--- src/rtl/decode_pkg.sv ---
// rtl/decode_pkg.sv - opcode, op-class, state and decoded-field types for the decode stage
package decode_pkg;

  typedef enum logic [2:0] {
    OPC_LOGIC = 3'b000,
    OPC_BLT   = 3'b001,
    OPC_LOAD  = 3'b010,
    OPC_ARITH = 3'b011,
    OPC_SHIFT = 3'b100,
    OPC_BEQ   = 3'b101,
    OPC_STORE = 3'b110,
    OPC_JMPX  = 3'b111
  } opcode_e;

  // Classes 0..7 share their encoding with opcode_e so single-beat decode is a plain cast.
  typedef enum logic [3:0] {
    OP_LOGIC = 4'd0,
    OP_BLT   = 4'd1,
    OP_LOAD  = 4'd2,
    OP_ARITH = 4'd3,
    OP_SHIFT = 4'd4,
    OP_BEQ   = 4'd5,
    OP_STORE = 4'd6,
    OP_JMPX  = 4'd7,
    OP_LDI   = 4'd8,
    OP_ILL   = 4'd9
  } op_e;

  typedef enum logic {
    IDLE   = 1'b0,
    PREFIX = 1'b1
  } state_e;

  // Fixed-width decoded fields; the IMM_W-wide immediate travels alongside as its own signal.
  typedef struct packed {
    op_e        op;
    logic [1:0] rs1;
    logic [1:0] rs2;
    logic       use1;
    logic       use2;
    logic       fn;
    logic       illegal;
  } dec_t;

endpackage

--- src/rtl/decode_stage_if.sv ---
// rtl/decode_stage_if.sv - byte input and decoded output handshake interfaces of the decode stage
interface decode_in_if;
  logic       in_valid;
  logic       in_ready;
  logic [7:0] in_inst;

  modport master (output in_valid, output in_inst, input in_ready);
  modport slave  (input in_valid, input in_inst, output in_ready);
endinterface

interface decode_out_if #(
  parameter int IMM_W = 8
);
  logic             out_valid;
  logic             out_ready;
  decode_pkg::op_e  out_op;
  logic [1:0]       out_rs1;
  logic [1:0]       out_rs2;
  logic             out_use1;
  logic             out_use2;
  logic             out_fn;
  logic [IMM_W-1:0] out_imm;
  logic             out_illegal;

  modport master (
    output out_valid, output out_op, output out_rs1, output out_rs2, output out_use1,
    output out_use2, output out_fn, output out_imm, output out_illegal, input out_ready
  );
  modport slave (
    input out_valid, input out_op, input out_rs1, input out_rs2, input out_use1,
    input out_use2, input out_fn, input out_imm, input out_illegal, output out_ready
  );
endinterface

--- src/rtl/decode_fields.sv ---
// rtl/decode_fields.sv - combinational byte to decoded-field extraction
// The 111/i3=0 prefix encoding is reported illegal here; the stage intercepts it when LDI is enabled.
module decode_fields import decode_pkg::*; #(
  parameter int IMM_W   = 8,
  parameter bit BR_SEXT = 1'b1
) (
  input  logic [7:0]       inst_i,
  output dec_t             dec_o,
  output logic [IMM_W-1:0] imm_o
);

  logic [IMM_W-1:0] br3_imm;
  logic [IMM_W-1:0] br4_imm;

  assign br3_imm = BR_SEXT ? {{(IMM_W-3){inst_i[5]}}, inst_i[5:3]} : IMM_W'(inst_i[5:3]);
  assign br4_imm = BR_SEXT ? {{(IMM_W-4){inst_i[7]}}, inst_i[7:4]} : IMM_W'(inst_i[7:4]);

  always_comb begin
    dec_o = '0;
    imm_o = '0;
    case (opcode_e'(inst_i[2:0]))
      OPC_LOGIC, OPC_ARITH, OPC_SHIFT: begin
        dec_o.op   = op_e'({1'b0, inst_i[2:0]});
        dec_o.rs1  = {inst_i[4], inst_i[6]};
        dec_o.rs2  = {inst_i[5], inst_i[7]};
        dec_o.fn   = inst_i[3];
        dec_o.use1 = 1'b1;
        dec_o.use2 = 1'b1;
      end
      OPC_BLT, OPC_BEQ: begin
        dec_o.op   = op_e'({1'b0, inst_i[2:0]});
        dec_o.rs1  = {1'b0, inst_i[6]};
        dec_o.rs2  = {1'b0, inst_i[7]};
        dec_o.use1 = 1'b1;
        dec_o.use2 = 1'b1;
        imm_o      = br3_imm;
      end
      OPC_LOAD: begin
        dec_o.op   = OP_LOAD;
        dec_o.rs1  = {1'b0, inst_i[7]};
        dec_o.use1 = 1'b1;
        imm_o      = IMM_W'(inst_i[6:3]);
      end
      OPC_STORE: begin
        dec_o.op   = OP_STORE;
        dec_o.rs1  = {1'b0, inst_i[6]};
        dec_o.rs2  = {1'b0, inst_i[7]};
        dec_o.use1 = 1'b1;
        dec_o.use2 = 1'b1;
        imm_o      = IMM_W'(inst_i[5:3]);
      end
      OPC_JMPX: begin
        if (inst_i[3]) begin
          dec_o.op = OP_JMPX;
          dec_o.fn = 1'b1;
          imm_o    = br4_imm;
        end else begin
          dec_o.op      = OP_ILL;
          dec_o.illegal = 1'b1;
        end
      end
    endcase
  end

endmodule

--- src/rtl/decode_stage.sv ---
// rtl/decode_stage.sv - registered, handshaked 8-bit instruction decode stage
// DECODE_LDI_EN enables the two-byte load-immediate prefix FSM (IDLE/PREFIX).
module decode_stage import decode_pkg::*; #(
  parameter int IMM_W   = 8,
  parameter bit BR_SEXT = 1'b1
) (
  input  logic         clk,
  input  logic         rst,
  input  logic         flush,
  decode_in_if.slave   in_if,
  decode_out_if.master out_if
);

  dec_t             dec_w;
  dec_t             out_d, out_q;
  logic [IMM_W-1:0] imm_w;
  logic [IMM_W-1:0] imm_d, imm_q;
  logic             out_valid_d, out_valid_q;
  logic             in_fire;

  decode_fields #(
    .IMM_W   (IMM_W),
    .BR_SEXT (BR_SEXT)
  ) u_fields (
    .inst_i (in_if.in_inst),
    .dec_o  (dec_w),
    .imm_o  (imm_w)
  );

  assign in_if.in_ready = !out_valid_q || out_if.out_ready;
  assign in_fire        = in_if.in_valid && in_if.in_ready;

`ifdef DECODE_LDI_EN
  localparam logic [0:0] ST_IDLE   = IDLE;
  localparam logic [0:0] ST_PREFIX = PREFIX;

  logic [0:0] state_d, state_q;
  logic [1:0] rd_d, rd_q;
  logic       is_prefix;

  assign is_prefix = (in_if.in_inst[2:0] == OPC_JMPX) && !in_if.in_inst[3];

  // A prefix beat produces no result, so the output register simply keeps draining.
  always_comb begin
    out_valid_d = out_valid_q && !out_if.out_ready;
    out_d       = out_q;
    imm_d       = imm_q;
    state_d     = state_q;
    rd_d        = rd_q;
    if (flush) begin
      out_valid_d = 1'b0;
      state_d     = ST_IDLE;
    end else if (in_fire) begin
      if (state_q == ST_PREFIX) begin
        out_d       = '0;
        out_d.op    = OP_LDI;
        out_d.rs1   = rd_q;
        out_d.use1  = 1'b1;
        imm_d       = IMM_W'(in_if.in_inst);
        out_valid_d = 1'b1;
        state_d     = ST_IDLE;
      end else if (is_prefix) begin
        rd_d    = in_if.in_inst[5:4];
        state_d = ST_PREFIX;
      end else begin
        out_d       = dec_w;
        imm_d       = imm_w;
        out_valid_d = 1'b1;
      end
    end
  end

  always_ff @(posedge clk or posedge rst) begin
    if (rst) begin
      state_q <= ST_IDLE;
      rd_q    <= '0;
    end else begin
      state_q <= state_d;
      rd_q    <= rd_d;
    end
  end
`else
  always_comb begin
    out_valid_d = out_valid_q && !out_if.out_ready;
    out_d       = out_q;
    imm_d       = imm_q;
    if (flush) begin
      out_valid_d = 1'b0;
    end else if (in_fire) begin
      out_d       = dec_w;
      imm_d       = imm_w;
      out_valid_d = 1'b1;
    end
  end
`endif

  always_ff @(posedge clk or posedge rst) begin
    if (rst) begin
      out_valid_q <= 1'b0;
      out_q       <= '0;
      imm_q       <= '0;
    end else begin
      out_valid_q <= out_valid_d;
      out_q       <= out_d;
      imm_q       <= imm_d;
    end
  end

  assign out_if.out_valid   = out_valid_q;
  assign out_if.out_op      = out_q.op;
  assign out_if.out_rs1     = out_q.rs1;
  assign out_if.out_rs2     = out_q.rs2;
  assign out_if.out_use1    = out_q.use1;
  assign out_if.out_use2    = out_q.use2;
  assign out_if.out_fn      = out_q.fn;
  assign out_if.out_illegal = out_q.illegal;
  assign out_if.out_imm     = imm_q;

endmodule

--- src/flat_wrapper.sv ---
// flat-port wrapper written by rule: the top's interface ports become plain ports
module decode_stage_flat import decode_pkg::*;
#(
  parameter int IMM_W   = 8,
  parameter bit BR_SEXT = 1'b1
)
  (clk, rst, flush, in_if_in_valid, in_if_in_inst, in_if_in_ready, out_if_out_valid, out_if_out_op, out_if_out_rs1, out_if_out_rs2, out_if_out_use1, out_if_out_use2, out_if_out_fn, out_if_out_imm, out_if_out_illegal, out_if_out_ready);
  decode_in_if in_if_i ();
  decode_out_if #(.IMM_W(IMM_W)) out_if_i ();
  input  logic clk;
  input  logic rst;
  input  logic flush;
  input wire logic [$bits(in_if_i.in_valid)-1:0] in_if_in_valid;
  input wire logic [$bits(in_if_i.in_inst)-1:0] in_if_in_inst;
  output wire logic [$bits(in_if_i.in_ready)-1:0] in_if_in_ready;
  output wire logic [$bits(out_if_i.out_valid)-1:0] out_if_out_valid;
  output wire logic [$bits(out_if_i.out_op)-1:0] out_if_out_op;
  output wire logic [$bits(out_if_i.out_rs1)-1:0] out_if_out_rs1;
  output wire logic [$bits(out_if_i.out_rs2)-1:0] out_if_out_rs2;
  output wire logic [$bits(out_if_i.out_use1)-1:0] out_if_out_use1;
  output wire logic [$bits(out_if_i.out_use2)-1:0] out_if_out_use2;
  output wire logic [$bits(out_if_i.out_fn)-1:0] out_if_out_fn;
  output wire logic [$bits(out_if_i.out_imm)-1:0] out_if_out_imm;
  output wire logic [$bits(out_if_i.out_illegal)-1:0] out_if_out_illegal;
  input wire logic [$bits(out_if_i.out_ready)-1:0] out_if_out_ready;
  assign in_if_i.in_valid = in_if_in_valid;
  assign in_if_i.in_inst = in_if_in_inst;
  assign in_if_in_ready = in_if_i.in_ready;
  assign out_if_out_valid = out_if_i.out_valid;
  assign out_if_out_op = out_if_i.out_op;
  assign out_if_out_rs1 = out_if_i.out_rs1;
  assign out_if_out_rs2 = out_if_i.out_rs2;
  assign out_if_out_use1 = out_if_i.out_use1;
  assign out_if_out_use2 = out_if_i.out_use2;
  assign out_if_out_fn = out_if_i.out_fn;
  assign out_if_out_imm = out_if_i.out_imm;
  assign out_if_out_illegal = out_if_i.out_illegal;
  assign out_if_i.out_ready = out_if_out_ready;
  decode_stage #(.IMM_W(IMM_W), .BR_SEXT(BR_SEXT)) u_core (.clk(clk), .rst(rst), .flush(flush), .in_if(in_if_i), .out_if(out_if_i));
endmodule
--- config.mk ---
export PLATFORM = sky130hd
export DESIGN_NAME = decode_stage_flat
export DESIGN_NICKNAME = d
export VERILOG_FILES = /design/src/rtl/decode_pkg.sv /design/src/rtl/decode_stage_if.sv /design/src/rtl/decode_fields.sv /design/src/rtl/decode_stage.sv /design/src/flat_wrapper.sv
export SDC_FILE = /design/constraint.sdc
export NUM_CORES = 1
export LEC_CHECK = 0
export CORE_ASPECT_RATIO = 1.5
export CORE_MARGIN = 2
export CORE_UTILIZATION = 40
export DETAILED_ROUTE_END_ITERATION = 10
export GPL_ROUTABILITY_DRIVEN = 0
export GPL_TIMING_DRIVEN = 0
export HOLD_SLACK_MARGIN = 0.03
export MAX_ROUTING_LAYER = met4
export PLACE_DENSITY = 0.79
export SLEW_MARGIN = 20
export SYNTH_ARGS = -nofsm -noshare
export SYNTH_HDL_FRONTEND = slang
export SYNTH_SLANG_ARGS = --single-unit
--- constraint.sdc ---
create_clock -name clk -period 2.5 [get_ports clk]
set_input_delay 0.375 -clock clk [delete_from_list [all_inputs] [get_ports clk]]
set_output_delay 0.375 -clock clk [all_outputs]
set_load 0.05 [all_outputs]
==> flow_summary.toml <==
[hold_path]
hold_depth = 2
hold_class = "in -> reg"

[clocking]
postCtsSetupBuffers = 0
clkTransAtPathRegs_ns = 0.09
cts_tree = "done"
clock-sinks = 17
numCtsBuffers = 3
root_buffer = "clkbuf_4"
cts_hold_buf = 0
ctsResizeCount = 0
htree_levels = 1
worstSkewPairLatency_ns = 0.30
cts.path.max_buffers = 2

[grt]
antenna_found_initial = 0
grt_pass1_wl_mm = 3.80
grt.overflow.total = 0
grt_usage_pct = 18.0
grt_start_max_net_pins = 18
grt_pass1_vias = 854

[synth]
synthDistinctLibCells = 32
syn_area_um2 = 988
syn_area_per_cell_um2 = 10.3
synth_cells = 96
synth_fp_nets = 109
synth_seq_area_share_pct = 43.0
ys_warn_count = 0
synth-seq-cells = 17

[critical_path]
critPathRequiredTime_ns = 2.12
worstPathCellList = "clkdlybuf4s50_1 -> nand2b_4 -> buf_2 -> clkdlybuf4s50_1"
crit_slowest_cell = "clkdlybuf4s50_1"
path_max_fanout = 10
cp-start-kind = "input pin"
end_kind = "primary output"
crit_buf_inv = 3
crit_family = "buffers and inverters"
reg2reg_depth = 4
crit_type = "in -> out"
slowest_delay_ns = 0.84
arrival_ns = 1.99
cpMostUsedCell = "clkdlybuf4s50_1"
path_depth = 4

[pwr]
peakVddDrop_mv = 0.312
p_leak_nw = 0.586
p_per_area_nw_per_um2 = 645

[timing]
finalWorstSetupSlack_ns = 0.131
max_freq_mhz = 422
hold_viol_final = 0
maxSlewHeadroom_pct = 56.8
setup_viol_count_final = 0
period_minus_slack_ns = 2.37
drv_slew = 0
finalClockSkew_ns = 0.0100
tns_ns = 0
period_share_pct = 94.8
tightest_slew_ns = 0.647
rsz0062_at_grt = "false"

[drt]
drt_iter0_markers = 25
drt_drc_violations_left = 0
via_per_inst = 5.42
drt-total-wl_mm = 2.26
firstDrtPassIters = 4
vias = 840
ant_nets = 0
wl_per_cell_um = 14.6

[die]
die_area_um2 = 2890
die_h_um = 64.9
start_util_pct = 41.3
die_w_um = 44.6
rows = 22
io_pins = 35
core_um2 = 2390

[final_layout]
drive_gt1_share_pct = 19.8
num_antenna_cells = 0
multi_input_area_um2 = 433
fin_nets = 145
areaGrowthSynthToFinish_pct = 37.1
ff_latch_area_um2 = 425
n_fill_cell = 210

[placed_design]
portBuffers = 31
hpwlAfterDp_mm = 1.72
pre_cts_slack_ns = 0.144

[status]
outcome = "complete, no violations"

[flow_run]
drv_cap = 0
-- Yosys cell counts --
cell type | instances | area, um2
a21o_1 | 1 | 7.51
a21oi_1 | 5 | 25.0
a22o_1 | 1 | 8.76
a31oi_1 | 3 | 18.8
and2_4 | 1 | 8.76
and3_1 | 1 | 6.26
buf_2 | 2 | 10.0
buf_4 | 8 | 60.1
buf_6 | 3 | 33.8
dfrtp_1 | 17 | 425
inv_1 | 7 | 26.3
mux2_2 | 2 | 22.5
mux2_4 | 4 | 60.1
nand2_1 | 8 | 30.0
nand2b_1 | 2 | 12.5
nand2b_4 | 1 | 13.8
nand3_1 | 3 | 15.0
nand3b_1 | 2 | 15.0
nand4_1 | 4 | 25.0
nand4bb_1 | 1 | 11.3
nor2_1 | 1 | 3.75
nor2b_1 | 1 | 6.26
nor2b_4 | 1 | 13.8
o2111ai_1 | 2 | 17.5
o211ai_1 | 1 | 7.51
o21a_1 | 1 | 7.51
o21ai_0 | 5 | 25.0
o21ba_2 | 1 | 10.0
o221ai_1 | 1 | 8.76
o22a_1 | 1 | 8.76
o2bb2ai_1 | 3 | 26.3
xnor2_1 | 2 | 17.5
-- metal layers --
layer | vias up | wire, um | global-route usage [%]
met4 | 0 | 68 | 9.47
met5 | - | 0 | -
li1 | 405 | - | -
met2 | 30 | 1180 | 28.4
met1 | 396 | 924 | 21.6
met3 | 9 | 80 | 2.79
-- sequential cells by signal, indices dropped and copies added, names as in the netlist --
register	flops
u_core.out_if.out_imm	5
u_core.out_if.out_illegal	1
u_core.out_if.out_fn	1
u_core.out_if.out_use1	1
u_core.out_if.out_rs2	2
u_core.out_if.out_op	3
u_core.out_if.out_rs1	2
u_core.out_if.out_use2	1
u_core.out_if.out_valid	1
-- per-stage QoR --
| stage | instance area [um2] | total power, mW | hold slack, ns | std cells | utilization (%) |
|---|---|---|---|---|---|
| final | 1360 | 0.874 | 0.377 | 155 | 56.6 |
| after global routing | 1360 | 0.916 | 0.371 | 155 | 56.6 |
| after floorplan | 988 | 0.601 | 0.301 | 96 | - |
| after detailed placement | 1330 | 0.731 | 0.492 | 151 | 55.5 |
| after global placement | 1330 | 0.723 | 0.476 | 151 | 55.5 |
| after CTS | 1360 | 0.884 | 0.365 | 155 | 56.6 |
-- worst register-to-register path: cells and delay by family, from the launching register on --
family,cells,cell delay [ns]
and+or+nand+nor,2,0.24
buffers and inverters,1,0.15
DFF,1,0.42
muxes,1,0.31
-- final timing paths --
check / startpoint / end / slack (ns)
setup / recovery: out_if_out_ready / in_if_in_ready / 0.13
hold / removal: in_if_in_inst[3] / u_core.out_if.out_illegal$_DFFE_PP0P_ / 0.38
setup reg to reg: u_core.out_if.out_valid$_DFF_PP0_ / u_core.out_if.out_use2$_DFFE_PP0P_ / 1.27
hold reg to reg: u_core.out_if.out_use1$_DFFE_PP0P_ / u_core.out_if.out_use1$_DFFE_PP0P_ / 0.51
max in group asynchronous: rst / u_core.out_if.out_illegal$_DFFE_PP0P_ / 1.62
min in group asynchronous: rst / u_core.out_if.out_rs1[1]$_DFFE_PP0P_ / 0.46
-- cell type report --
type                    count  share of cell area [%]
plain buffers              13                    7.66
clock buffers               4                    1.94
inverters                   7                    1.94
multi-input cells          59                    31.9
flip-flops and latches     17                    31.4
well taps                  24                    2.22
repair buffers             31                    22.9
-- cell usage in the layout, fill, tap and decap left out, drive strengths merged, types with 2 or more instances in the layout --
cell	n
nand3b	2
nand3	3
clkdlybuf4s50	31
xnor2	2
nand2	8
o2111ai	2
dfrtp	17
clkbuf	4
a21oi	5
buf	13
inv	7
o2bb2ai	3
nand4	4
nand2b	3
nor2b	2
mux2	6
o21ai	5
a31oi	3
-- kinds of logic (layout without fill, tap and decap cells) --
kind of cell              Yosys count  in the layout  share of synthesized area [%]
xor gates and xnor gates            2              2                           1.77
and+or+nand+nor                    26             26                           16.3
AOI/OAI and AO/OA                  25             25                           17.3
DFF                                17             17                           43.0
muxes                               6              6                           8.35
buffers and inverters              20             55                           13.2
-- where the power goes --
part	switching [mW]	internal, mW	total, mW
registers	0.0232	0.312	0.335
logic	0.237	0.151	0.388
clock network	0.0885	0.0622	0.151
total	0.349	0.525	0.874
Power figures use the tool's default switching activity.
